`src/rtl/traffic_conflict_monitor_if.sv`:
```
// Signal bundle between the traffic light controller, the conflict monitor and the lamp drivers.
// fault_cnt is present only when FAULT_CNT_EN is defined.
interface traffic_conflict_monitor_if;
  logic [2:0] n_lights_in;
  logic [2:0] s_lights_in;
  logic [2:0] e_lights_in;
  logic [2:0] w_lights_in;
  logic       fault_clr;
  logic [2:0] n_lamp;
  logic [2:0] s_lamp;
  logic [2:0] e_lamp;
  logic [2:0] w_lamp;
  logic       fault;
  logic [2:0] fault_code;
`ifdef FAULT_CNT_EN
  logic [7:0] fault_cnt;

  modport master (
    output n_lights_in, s_lights_in, e_lights_in, w_lights_in, fault_clr,
    input  n_lamp, s_lamp, e_lamp, w_lamp, fault, fault_code, fault_cnt
  );

  modport slave (
    input  n_lights_in, s_lights_in, e_lights_in, w_lights_in, fault_clr,
    output n_lamp, s_lamp, e_lamp, w_lamp, fault, fault_code, fault_cnt
  );
`else
  modport master (
    output n_lights_in, s_lights_in, e_lights_in, w_lights_in, fault_clr,
    input  n_lamp, s_lamp, e_lamp, w_lamp, fault, fault_code
  );

  modport slave (
    input  n_lights_in, s_lights_in, e_lights_in, w_lights_in, fault_clr,
    output n_lamp, s_lamp, e_lamp, w_lamp, fault, fault_code
  );
`endif
endinterface

```
`src/rtl/traffic_conflict_monitor.sv`:
```
// Safety stage between light controller and lamp drivers: latches faults and flashes red.
// Optional saturating fault-entry counter enabled by defining FAULT_CNT_EN.
module traffic_conflict_monitor #(
  parameter int unsigned FLASH_DIV    = 4,
  parameter int unsigned CLEAR_CYCLES = 8
) (
  input logic                       clk,
  input logic                       rst_a,
  traffic_conflict_monitor_if.slave bus
);

  localparam int unsigned BlinkW = $clog2(2 * FLASH_DIV);
  localparam int unsigned CleanW = $clog2(CLEAR_CYCLES + 1);
  localparam logic [BlinkW-1:0] BlinkMax = BlinkW'(2 * FLASH_DIV - 1);
  localparam logic [BlinkW-1:0] RedLast  = BlinkW'(FLASH_DIV - 1);
  localparam logic [CleanW-1:0] CleanMax = CleanW'(CLEAR_CYCLES);

  localparam logic [2:0] Green  = 3'b001;
  localparam logic [2:0] Yellow = 3'b010;
  localparam logic [2:0] Red    = 3'b100;
  localparam logic [2:0] Dark   = 3'b000;

  typedef enum logic [1:0] {StRun, StFlash, StRecover} state_e;

  state_e            state_q, state_d;
  logic [3:0][2:0]   in_d, in_q, prev_q;
  logic [3:0][2:0]   lamp_q, lamp_d;
  logic              fault_q, fault_d;
  logic [2:0]        code_q, code_d;
  logic [BlinkW-1:0] blink_q, blink_d, blink_nxt;
  logic [CleanW-1:0] clean_q, clean_d, clean_inc;
  logic [2:0]        fault_now;
  logic [2:0]        n_active;
  logic              illegal, bad_step;
  logic [3:0][2:0]   flash_lamps;

  // Index 0 is north, then south, east, west.
  assign in_d = {bus.w_lights_in, bus.e_lights_in, bus.s_lights_in, bus.n_lights_in};

  always_comb begin
    illegal  = 1'b0;
    bad_step = 1'b0;
    n_active = 3'd0;
    for (int i = 0; i < 4; i++) begin
      if (!(in_q[i] inside {Green, Yellow, Red})) illegal = 1'b1;
      if (in_q[i] != Red) n_active = n_active + 3'd1;
      if (!((in_q[i] == prev_q[i]) ||
            (prev_q[i] == Green  && in_q[i] == Yellow) ||
            (prev_q[i] == Yellow && in_q[i] == Red) ||
            (prev_q[i] == Red    && in_q[i] == Green))) begin
        bad_step = 1'b1;
      end
    end
    if (illegal)            fault_now = 3'd1;
    else if (n_active > 1)  fault_now = 3'd2;
    else if (bad_step)      fault_now = 3'd3;
    else                    fault_now = 3'd0;
  end

  assign blink_nxt   = (blink_q == BlinkMax) ? '0 : blink_q + 1'b1;
  assign flash_lamps = (blink_nxt <= RedLast) ? {4{Red}} : {4{Dark}};
  assign clean_inc   = (clean_q == CleanMax) ? clean_q : clean_q + 1'b1;

  always_comb begin
    state_d = state_q;
    lamp_d  = lamp_q;
    fault_d = fault_q;
    code_d  = code_q;
    blink_d = blink_q;
    clean_d = clean_q;
    unique case (state_q)
      StRun: begin
        if (fault_now != 3'd0) begin
          state_d = StFlash;
          lamp_d  = {4{Red}};
          fault_d = 1'b1;
          code_d  = fault_now;
          blink_d = '0;
        end else begin
          lamp_d = in_q;
        end
      end
      StFlash: begin
        // Faults are ignored here; the latched code stays until recovery completes.
        blink_d = blink_nxt;
        lamp_d  = flash_lamps;
        if (bus.fault_clr) begin
          state_d = StRecover;
          clean_d = '0;
        end
      end
      StRecover: begin
        if (fault_now != 3'd0) begin
          state_d = StFlash;
          code_d  = fault_now;
          clean_d = '0;
          blink_d = '0;
          lamp_d  = {4{Red}};
        end else if (clean_inc == CleanMax) begin
          // The CLEAR_CYCLES-th consecutive clean cycle hands the lamps back.
          state_d = StRun;
          clean_d = clean_inc;
          fault_d = 1'b0;
          code_d  = 3'd0;
          lamp_d  = in_q;
        end else begin
          clean_d = clean_inc;
          blink_d = blink_nxt;
          lamp_d  = flash_lamps;
        end
      end
      default: state_d = StRun;
    endcase
  end

  always_ff @(posedge clk or negedge rst_a) begin
    if (!rst_a) begin
      state_q <= StRun;
      in_q    <= {4{Red}};
      prev_q  <= {4{Red}};
      lamp_q  <= {4{Red}};
      fault_q <= 1'b0;
      code_q  <= 3'd0;
      blink_q <= '0;
      clean_q <= '0;
    end else begin
      state_q <= state_d;
      in_q    <= in_d;
      prev_q  <= in_q;
      lamp_q  <= lamp_d;
      fault_q <= fault_d;
      code_q  <= code_d;
      blink_q <= blink_d;
      clean_q <= clean_d;
    end
  end

  assign bus.n_lamp     = lamp_q[0];
  assign bus.s_lamp     = lamp_q[1];
  assign bus.e_lamp     = lamp_q[2];
  assign bus.w_lamp     = lamp_q[3];
  assign bus.fault      = fault_q;
  assign bus.fault_code = code_q;

`ifdef FAULT_CNT_EN
  logic [7:0] cnt_q, cnt_d;

  // Every entry to FLASH comes from RUN or RECOVER with a live fault.
  assign cnt_d = (state_q != StFlash && fault_now != 3'd0 && cnt_q != 8'hFF) ?
                 cnt_q + 8'd1 : cnt_q;

  always_ff @(posedge clk or negedge rst_a) begin
    if (!rst_a) cnt_q <= 8'd0;
    else        cnt_q <= cnt_d;
  end

  assign bus.fault_cnt = cnt_q;
`endif

endmodule

```
`src/flat_wrapper.sv`:
```
// flat-port wrapper written by rule: the top's interface ports become plain ports
module traffic_conflict_monitor_flat 
#(
  parameter int unsigned FLASH_DIV    = 4,
  parameter int unsigned CLEAR_CYCLES = 8
)
  (clk, rst_a, bus_n_lights_in, bus_s_lights_in, bus_e_lights_in, bus_w_lights_in, bus_fault_clr, bus_n_lamp, bus_s_lamp, bus_e_lamp, bus_w_lamp, bus_fault, bus_fault_code);
  traffic_conflict_monitor_if bus_i ();
  input logic clk;
  input logic rst_a;
  input wire logic [$bits(bus_i.n_lights_in)-1:0] bus_n_lights_in;
  input wire logic [$bits(bus_i.s_lights_in)-1:0] bus_s_lights_in;
  input wire logic [$bits(bus_i.e_lights_in)-1:0] bus_e_lights_in;
  input wire logic [$bits(bus_i.w_lights_in)-1:0] bus_w_lights_in;
  input wire logic [$bits(bus_i.fault_clr)-1:0] bus_fault_clr;
  output wire logic [$bits(bus_i.n_lamp)-1:0] bus_n_lamp;
  output wire logic [$bits(bus_i.s_lamp)-1:0] bus_s_lamp;
  output wire logic [$bits(bus_i.e_lamp)-1:0] bus_e_lamp;
  output wire logic [$bits(bus_i.w_lamp)-1:0] bus_w_lamp;
  output wire logic [$bits(bus_i.fault)-1:0] bus_fault;
  output wire logic [$bits(bus_i.fault_code)-1:0] bus_fault_code;
  assign bus_i.n_lights_in = bus_n_lights_in;
  assign bus_i.s_lights_in = bus_s_lights_in;
  assign bus_i.e_lights_in = bus_e_lights_in;
  assign bus_i.w_lights_in = bus_w_lights_in;
  assign bus_i.fault_clr = bus_fault_clr;
  assign bus_n_lamp = bus_i.n_lamp;
  assign bus_s_lamp = bus_i.s_lamp;
  assign bus_e_lamp = bus_i.e_lamp;
  assign bus_w_lamp = bus_i.w_lamp;
  assign bus_fault = bus_i.fault;
  assign bus_fault_code = bus_i.fault_code;
  traffic_conflict_monitor #(.FLASH_DIV(FLASH_DIV), .CLEAR_CYCLES(CLEAR_CYCLES)) u_core (.clk(clk), .rst_a(rst_a), .bus(bus_i));
endmodule
```
`config.mk`:
```
export PLATFORM = sky130hd
export DESIGN_NAME = traffic_conflict_monitor_flat
export DESIGN_NICKNAME = d
export VERILOG_FILES = /design/src/rtl/traffic_conflict_monitor_if.sv /design/src/rtl/traffic_conflict_monitor.sv /design/src/flat_wrapper.sv
export SDC_FILE = /design/constraint.sdc
export NUM_CORES = 1
export LEC_CHECK = 0
export ABC_AREA = 1
export CAP_MARGIN = 20
export CORE_ASPECT_RATIO = 1.1
export CORE_MARGIN = 3
export CORE_UTILIZATION = 45
export DETAILED_ROUTE_END_ITERATION = 8
export PLACE_DENSITY = 0.78
export SYNTH_ARGS = -nofsm -noshare
export SYNTH_HDL_FRONTEND = slang
export SYNTH_SLANG_ARGS = --single-unit
```
`constraint.sdc`:
```
create_clock -name clk -period 3.3 [get_ports clk]
set_input_delay 0.66 -clock clk [delete_from_list [all_inputs] [get_ports clk]]
set_output_delay 0.66 -clock clk [all_outputs]
set_load 0.005 [all_outputs]
```
======== Word level (Yosys, flattened, before mapping) ========
Index checks and enable logic that the tools add are counted.
Widths: inputs -> output; s select.
word-level totals
  register bits ........................... 49
  bits of input ports ..................... 15
  output and inout port bits .............. 16
  logic and storage cells ................. 147
cells by class
  add/sub/neg operators ................... 5
  order comparisons ....................... 2
  eq/ne operators ......................... 43
  muxes and demuxes ....................... 42
  reduce and logical (&&, ||, !) cells .... 38
operator list
  kind                 count
  $mux 12              4
  $mux 3               12
  $pmux 12 s3          1
  $eq 3x3->1 const B   9
  $eq 3x1->1 const B   8
  $eq 3x2->1 const B   8
  $reduce_bool 3->1    6
  $eq 3x3->1           4
  $logic_and 1x1->1    12
  $logic_or 1x1->1     12
  $mux 1               12
  $mux 4               3
  $ne 3x3->1 const B   4
  $mux 2               5
  $add 3x1->3 const B  3
  $pmux 3 s3           1
  $reduce_and 3->1     3
  $eq 4x4->1 const B   2
  $pmux 4 s2           1
  $pmux 2 s3           1
  $pmux 3 s2           1
  $add 4x1->4 const B  1
  $ne 2x1->1 const B   2
  $ne 2x2->1 const B   2
  other kinds (12)     13

======== Logic depth before layout (Yosys ltp) ========
Gate-level depths: netlist of the first run.
  depth after elaboration ................. 15
  gate-level depth with buffers ........... 17

======== Worst setup path after synthesis of the first run ========
No wires, ideal clock.
  path kind ............................... reg-to-reg
  start ................................... reg u_core.in_q[5] (netlist name)
  end ..................................... reg u_core.state_q[0]
  arrival ................................. 2.211 ns
  setup slack ............................. 0.972 ns
  stages on the path, launching flop included .. 15
  path buffers ............................ 0
  period minus slack after synthesis ...... 2.328 ns
  cells stage by stage .................... dfstp_2 > inv_2 > nor3_4 > ha_1 > xnor2_1 > inv_1 > ha_1 > o21ai_0 > nand2_1 > inv_2 > nand3_1 > nand2_1 > a21oi_1 > nand2_1 > nand2_1
on the way
  cells in the longest elaborated chain, start to end .. 14
  elaborated cells between the ends (all ways) .. 33
RTL lines
  what                                                             line                                                            source
  from (decl)                                                      traffic_conflict_monitor.sv:26                                  logic [3:0][2:0] in_d, in_q, prev_q;
  from (signal assigned)                                           traffic_conflict_monitor.sv:119                                 in_q <= {4{Red}};
  from (signal assigned)                                           traffic_conflict_monitor.sv:128                                 in_q <= in_d;
  branches (longest 10 deep; another with $add 3x1->3)             --
  $mux 3 *                                                         traffic_conflict_monitor.sv:54                                  if (illegal) fault_now = 3'd1;
  $reduce_bool 3->1 *                                              traffic_conflict_monitor.sv:73, traffic_conflict_monitor.sv:93
  $ne 3x1->1 (no line) (tied with other cells)                     --
  $reduce_and 3->1 (no line) / $pmux 2 s3 (equally long branches)  --
  to (signal assigned)                                             traffic_conflict_monitor.sv:118                                 state_q <= StRun;
  to (signal assigned)                                             traffic_conflict_monitor.sv:127                                 state_q <= state_d;
  to (decl)                                                        traffic_conflict_monitor.sv:25                                  state_e state_q, state_d;
Mark *: on every way between the ends.
A chain may end at the register's enable or synchronous reset.

======== Final worst setup path of the first run ========
  start ................................... reg u_core.in_q[2] (netlist name)
  end ..................................... reg u_core.lamp_q, in the netlist u_core.bus.n_lamp[0]
on the way
  cells in the longest elaborated chain, start to end .. 15
  elaborated cells between the ends (all ways) .. 35
RTL lines
  what                                                  line                                                            source
  branches (longest 11 deep; another with $add 3x1->3)  --
  $mux 3 *                                              traffic_conflict_monitor.sv:54
  $reduce_bool 3->1 *                                   traffic_conflict_monitor.sv:73, traffic_conflict_monitor.sv:93
  $mux 12 (on tied branches)                            traffic_conflict_monitor.sv:93, traffic_conflict_monitor.sv:73
  $pmux 12 s3 *                                         traffic_conflict_monitor.sv:71                                  unique case (state_q)
  to (signal assigned)                                  traffic_conflict_monitor.sv:121                                 lamp_q <= {4{Red}};
  to (signal assigned)                                  traffic_conflict_monitor.sv:130                                 lamp_q <= lamp_d;
  to (decl)                                             traffic_conflict_monitor.sv:27                                  logic [3:0][2:0] lamp_q, lamp_d;
Marks and branches as above.

==> metrics, run 1 <==
Slew HR=between 50% and 60%; synth unique cells=29; vias in the first global route=about 2,100; first-pass GRT wire length=9.25 mm; reg-to-reg slack, setup=between 0.5 and 0.6 ns; drt via density=between 5 and 6; Residual DRC=0; Die ar.=0.00675 sq mm; synth top area cells=dfrtp_1, nand2_1, dfstp_2, nand3_1, ha_1; GR Util All Layers=between 10% and 20%; sequential share of the synthesized area=between 40% and 50%; Detail Route Antenna Nets=0; Starting Density=between 40 and 50%; setup TNS=0 ns; Crit Path Class=flip-flop to flip-flop; Final Hold Viols=0; Setup Skew=around 0.014 ns; RR Startpoint=u_core.in_q[2]; crit path max fanout=8; total core area=around 0.0055 sq mm; H-tree depth=2; final cell utilization of the core=between 50% and 60%; final layout net count=around 380; overall power=approximately 1.7 mW; final period utilization=between 80% and 90%; DRT iter0 DRCs=between 100 and 150; reg2reg end=u_core.bus.n_lamp[0]; post-cts repair resize count=0; PD cells=~540 mW/mm^2; postcts setup bufs=0; post-synthesis register bit count=48; drt pass-1 iters=4; clock period minus worst slack=between 2 and 3 ns; Max Slew Vio Count=0; Worst-Margin Slew=0.611 ns; chip height=between 80 and 90 microns; clock network latency to the later pin of the worst-skew pair=0.30 ns; row count=28; antenna violations before repair=0; Die Span X=78.6 microns; Post-Syn Nets=between 300 and 400; drt wl/cell=about 12 microns; post-synthesis cell count=roughly 320; Synth area leader=dfrtp_1; synth warn=0; post-synth top area share=34.5%; nature of the critical path endpoint=flip-flop; busiest grt layer=met2; GRT met3 Usage=3.05%; GRT met1 Usage=between 20 and 25%; Fmax=0.368 GHz; syn avg cell area=8.11 sq um; CTS tree=built; Req. time, crit path=3.52 ns; Longest Clk Path Bufs=2; Worst Path Arrival=2.94 ns; Hold Path Class=primary input to async pin; status=completed; Reg2Reg Depth=14; gr ovfl total=0; Worst-path clk slew=0.09 ns; Root Driver=clkbuf_8; # diodes=0; clock sinks=48; Worst Setup SP=u_core.in_q[2]; Max-cap violations=0; Final HPWL DP=around 4 mm; largest net degree at the start of global routing=49; P_leak=roughly 1.5 nW; I/O Pins=31; Syn Std Cell Area=0.00261 sq mm; Vias=roughly 2,200; Synth-to-Final Area Change=18.6%; Worst Setup EP=u_core.bus.n_lamp[0]; PortBufs=29; share of post-route cells with drive strength above 1=a little under an eighth; crit start category=flip-flop; Setup violations, final=0; RePlAce Congestion=between 0.8 and 0.9; total wire length=5.34 mm; Hold-fix buffers, CTS=0; GR Util met2=29.7%; Worst VDD drop=around 0.27 mV; CTS buffer count=5; RSZ-0062 raised after global routing=no
how the worst min path moves through the flow:
stage,from,end,slack [ns]
final,rst_a,u_core.bus.fault_code[1],0.20
after detailed placement,u_core.in_q[2],u_core.prev_q[2],0.39
after global routing,rst_a,u_core.bus.fault_code[1],0.20
after CTS,u_core.in_q[2],u_core.prev_q[2],0.40
after global placement,u_core.in_q[2],u_core.prev_q[2],0.38
after floorplan,rst_a,u_core.blink_q[0],0.36
registers in the layout, indices dropped and copies added, names as in the netlist:
name                   count
u_core.blink_q             3
u_core.clean_q             4
u_core.bus.w_lamp          3
u_core.bus.e_lamp          3
u_core.bus.fault           1
u_core.bus.fault_code      2
u_core.state_q             2
u_core.bus.n_lamp          3
u_core.bus.s_lamp          3
u_core.in_q               12
u_core.prev_q             12
cell usage after synthesis:
cell      instances
nand2_1          92
dfrtp_1          36
nand3_1          36
inv_1            33
nor2_1           27
dfstp_2          12
ha_1             11
o21ai_1          11
inv_2             9
nand4_1           9
a21oi_1           8
xnor2_1           7
nor3_1            4
o22ai_1           4
nand2_2           3
nand3_2           3
o21ai_0           3
nor3_4            2
xor2_1            2
a22oi_1           1
buf_4             1
buf_6             1
clkbuf_1          1
conb_1            1
nand4_4           1
nor2_2            1
nor2_4            1
nor2_8            1
o21a_1            1
critical path, cell delays in order (launching register included):
cell	delay (ns)
dfstp_2	0.57
inv_2	0.07
nor3_4	0.17
ha_1	0.29
xnor2_1	0.16
inv_1	0.06
ha_1	0.19
o21ai_1	0.10
xnor2_1	0.15
nand2_1	0.11
inv_2	0.15
nand2_2	0.08
inv_2	0.13
nand3_2	0.20
o21ai_1	0.20
logic make-up (layout without fill, tap and decap cells):
group                    count (synthesis)  in the layout  synth area share, %
other                                    1              1                0.144
buffers and inverters                   45             80                 6.90
AND/OR/NAND/NOR                        180            180                 32.3
flip-flops                              48             48                 46.6
adder cells (fa/ha/maj)                 11             11                 5.27
XOR/XNOR                                 9              9                 3.02
AO/OA/AOI/OAI                           28             28                 5.75
through the flow:
| step | instances | area (sq um) | setup slack [ns] | hold WS (ns) |
|---|---|---|---|---|
| 4_1_cts | 431 | 3070 | 0.599 | 0.397 |
| 3_5_place_dp | 423 | 2970 | 0.639 | 0.386 |
| 3_3_place_gp | 423 | 2970 | 0.745 | 0.379 |
| 5_1_grt | 432 | 3090 | 0.344 | 0.201 |
| 6_report | 432 | 3090 | 0.584 | 0.197 |
| 2_1_floorplan | 322 | 2610 | 0.972 | 0.364 |
final cells by class:
cell class | instances | area (sq um)
clock buffer | 6 | 72.6
fill | 511 | 2410
inverter | 42 | 158
clock inverter | 2 | 35.0
sequential | 48 | 1220
timing repair buffer | 30 | 305
multi-input combinational | 229 | 1210
tap | 75 | 93.8
routing by layer:
metal / vias up / wire length [microns]
met1: 1041 / 2400
met3: 6 / 210
met5: - / 0
met2: 58 / 2680
li1: 1107 / -
met4: 0 / 56
placed cells by master (no fill, tap or decap):
cell,count
nor3_4,2
buf_2,1
conb_1,1
a21oi_1,8
clkdlybuf4s50_1,28
buf_12,1
nor2_1,27
dfstp_2,12
inv_1,33
nand2_1,92
nor2_8,1
a22oi_1,1
dfrtp_1,36
inv_2,9
bufinv_16,1
xnor2_1,7
clkinv_2,1
ha_1,11
nor2_2,1
nor3_1,4
clkbuf_1,1
clkbuf_8,5
o21a_1,1
o21ai_0,3
nand3_1,36
o21ai_1,11
xor2_1,2
o22ai_1,4
nand4_4,1
nand2_2,3
nand4_1,9
nor2_4,1
nand3_2,3
power breakdown:
group / switching [mW] / internal, mW / leakage, nW
registers: 0.0502 / 0.670 / 0.580
clock network: 0.193 / 0.225 / 0.0552
logic: 0.324 / 0.201 / 0.865
total: 0.567 / 1.10 / 1.50
Power figures use the tool's default switching activity.
==> run 2, diff against run 1 <==
- clock period: 3.3 -> 2.6 ns (I/O delays scaled with it)
==> metrics, run 2 (synthesis results as in run 1) <==
status=completed; Non-Filler Instances=around 440; fillcell total=roughly 490; Hold Slack=around 0.23 ns; Setup Skew=between 0.01 and 0.015 ns; most common cell after layout, fill and taps aside=nand2_1; Setup violations, final=0; Worst-path clk slew=about 0.090 ns; Root Driver=clkbuf_8; chip height=85.9 microns; share of post-route cells with drive strength above 1=between 10% and 20%; Post-Place Cell Area=~0.0030 sq mm; I/O Pins=31; Fmax=between 0.3 and 0.4 GHz; Worst Path Arrival=~2.8 ns; GR Util All Layers=about 17%; Die Span X=slightly below 80 microns; final period utilization=a little over nine tenths; antenna violations before repair=0; CTS buffer count=5; Slew HR=a little under three fifths; RePlAce Congestion=0.814; final instance area=0.00326 sq mm; gr ovfl total=0; P_leak=between 1.5 and 2 nW; final cell utilization of the core=between 50 and 60%; nature of the critical path endpoint=flip-flop; Final HPWL DP=3.89 mm; # diodes=0; overall power=approximately 2.1 mW; PortBufs=29; Worst path max stage delay=~0.58 ns; Worst-Margin Slew=0.648 ns; final layout net count=between 300 and 400; Die ar.=between 0.006 and 0.007 sq mm; Hold Path Class=primary input to async pin; Final Hold Viols=0; clock sinks=48; CTS tree=built; Req. time, crit path=roughly 2.8 ns; Residual DRC=0; largest net degree at the start of global routing=31; RSZ-0062 raised after global routing=yes; Max Slew Vio Count=0; largest registers=u_core.in_q x12, u_core.prev_q x12, u_core.clean_q x4; vias in the first global route=roughly 2,100; most frequent cells in the layout=nand2_1, dfrtp_1, inv_1, nand3_1, clkdlybuf4s50_1; Detail Route Antenna Nets=0; Synth-to-Final Area Change=24.8%; Crit Path Class=flip-flop to flip-flop; drt pass-1 iters=4; DRT iter0 DRCs=~110; total core area=0.00550 sq mm; Longest Clk Path Bufs=2; H-tree depth=2; Max-cap violations=0; Starting Density=between 40% and 50%; slowest CP cell=dfstp_2; drt via density=4.98; clock period minus worst slack=2.57 ns; row count=28; Vias=between 2,000 and 2,500; clock network latency to the later pin of the worst-skew pair=0.30 ns; Worst VDD drop=0.354 mV; first-pass GRT wire length=slightly above 9 mm; total wire length=5.35 mm; crit start category=flip-flop; Placed Cells=around 430; critical path cell sequence=inv_4 -> nor3_4 -> ha_4 -> xnor2_2 -> inv_1 -> ha_2 -> o21ai_2 -> xnor2_1 -> nand2_1 -> inv_2 -> nand2_2 -> inv_4 -> nand3_4 -> o21ai_1; Worst path most repeated cell=inv_4; drt wl/cell=around 12 microns; PD cells=around 660 mW/mm^2; crit path max fanout=8
-- run 2: cell types whose count changed in the layout (fill, tap and decap cells not counted), moves of 3 or more --
cell,change
a21oi_2,+3
o21ai_1,-5
a21oi_1,-3
buf_4,+11
o21ai_2,+6
nand3_1,-3
-- run 2: path summary, 6_finish.rpt --
path	startpoint	endpoint	slack [ns]	cells past startpoint
worst max register to register	u_core.in_q[2]	u_core.bus.n_lamp[0]	0.03	14
worst min-delay path	rst_a	u_core.clean_q[2]	0.23	1
worst max-delay path	u_core.in_q[2]	u_core.bus.n_lamp[0]	0.03	14
max in group asynchronous	rst_a	u_core.in_q[5]	1.68	2
min in group clk	u_core.in_q[2]	u_core.prev_q[2]	0.40	0
worst min register to register	u_core.in_q[2]	u_core.prev_q[2]	0.40	0
-- run 2: area by class of cell --
type / count / area (sq um) / area share [%]
repair buffers: 41 / 379 / 11.6
inverters: 42 / 163 / 4.99
clock buffers: 6 / 72.6 / 2.23
flip-flops and latches: 48 / 1220 / 37.3
multi-input cells: 229 / 1300 / 39.8
clock inverters: 2 / 35.0 / 1.08
well taps: 75 / 93.8 / 2.88
-- run 2: critical path, delay by kind of cell, from the launching register on --
| family | cells | cell delay, ns |
|---|---|---|
| and+or+nand+nor | 4 | 0.61 |
| AOI/OAI and AO/OA | 2 | 0.24 |
| buffers and inverters | 4 | 0.37 |
| DFF | 1 | 0.58 |
| adders and majority gates | 2 | 0.43 |
| xor gates and xnor gates | 2 | 0.27 |
-- run 2: repair_timing --
item | 4_1_cts | 5_1_grt
gates resized for setup | 1 | 21
pin swaps | 0 | 10
cloned | 0 | 0
setup buffers | 0 | 6
setup endpoints to repair | 4 | 22
hold buffers | 0 | 0
-- run 2: metal layers --
layer,vias to the layer above,global-route usage (%),share of wire (%)
li1,1127,-,-
met1,1019,21.4,43
met2,53,29.0,50
met3,8,3.36,4.9
met4,0,6.20,2.2
met5,-,0,0
-- run 2: where the power goes --
group	switching [mW]	leakage [nW]	total [mW]	internal, mW
Sequential	0.0604	0.580	0.912	0.851
Clock	0.238	0.0552	0.523	0.285
Combinational	0.433	0.943	0.711	0.279
Total	0.731	1.58	2.15	1.42
-- run 2: through the flow --
step / worst slack, ns / setup TNS, ns
global placement: 0.0466 / 0
global route: -0.146 / -2.14
CTS: 0.00491 / 0
floorplan: 0.272 / 0
finish: 0.0292 / 0
detailed placement: 0.00862 / 0
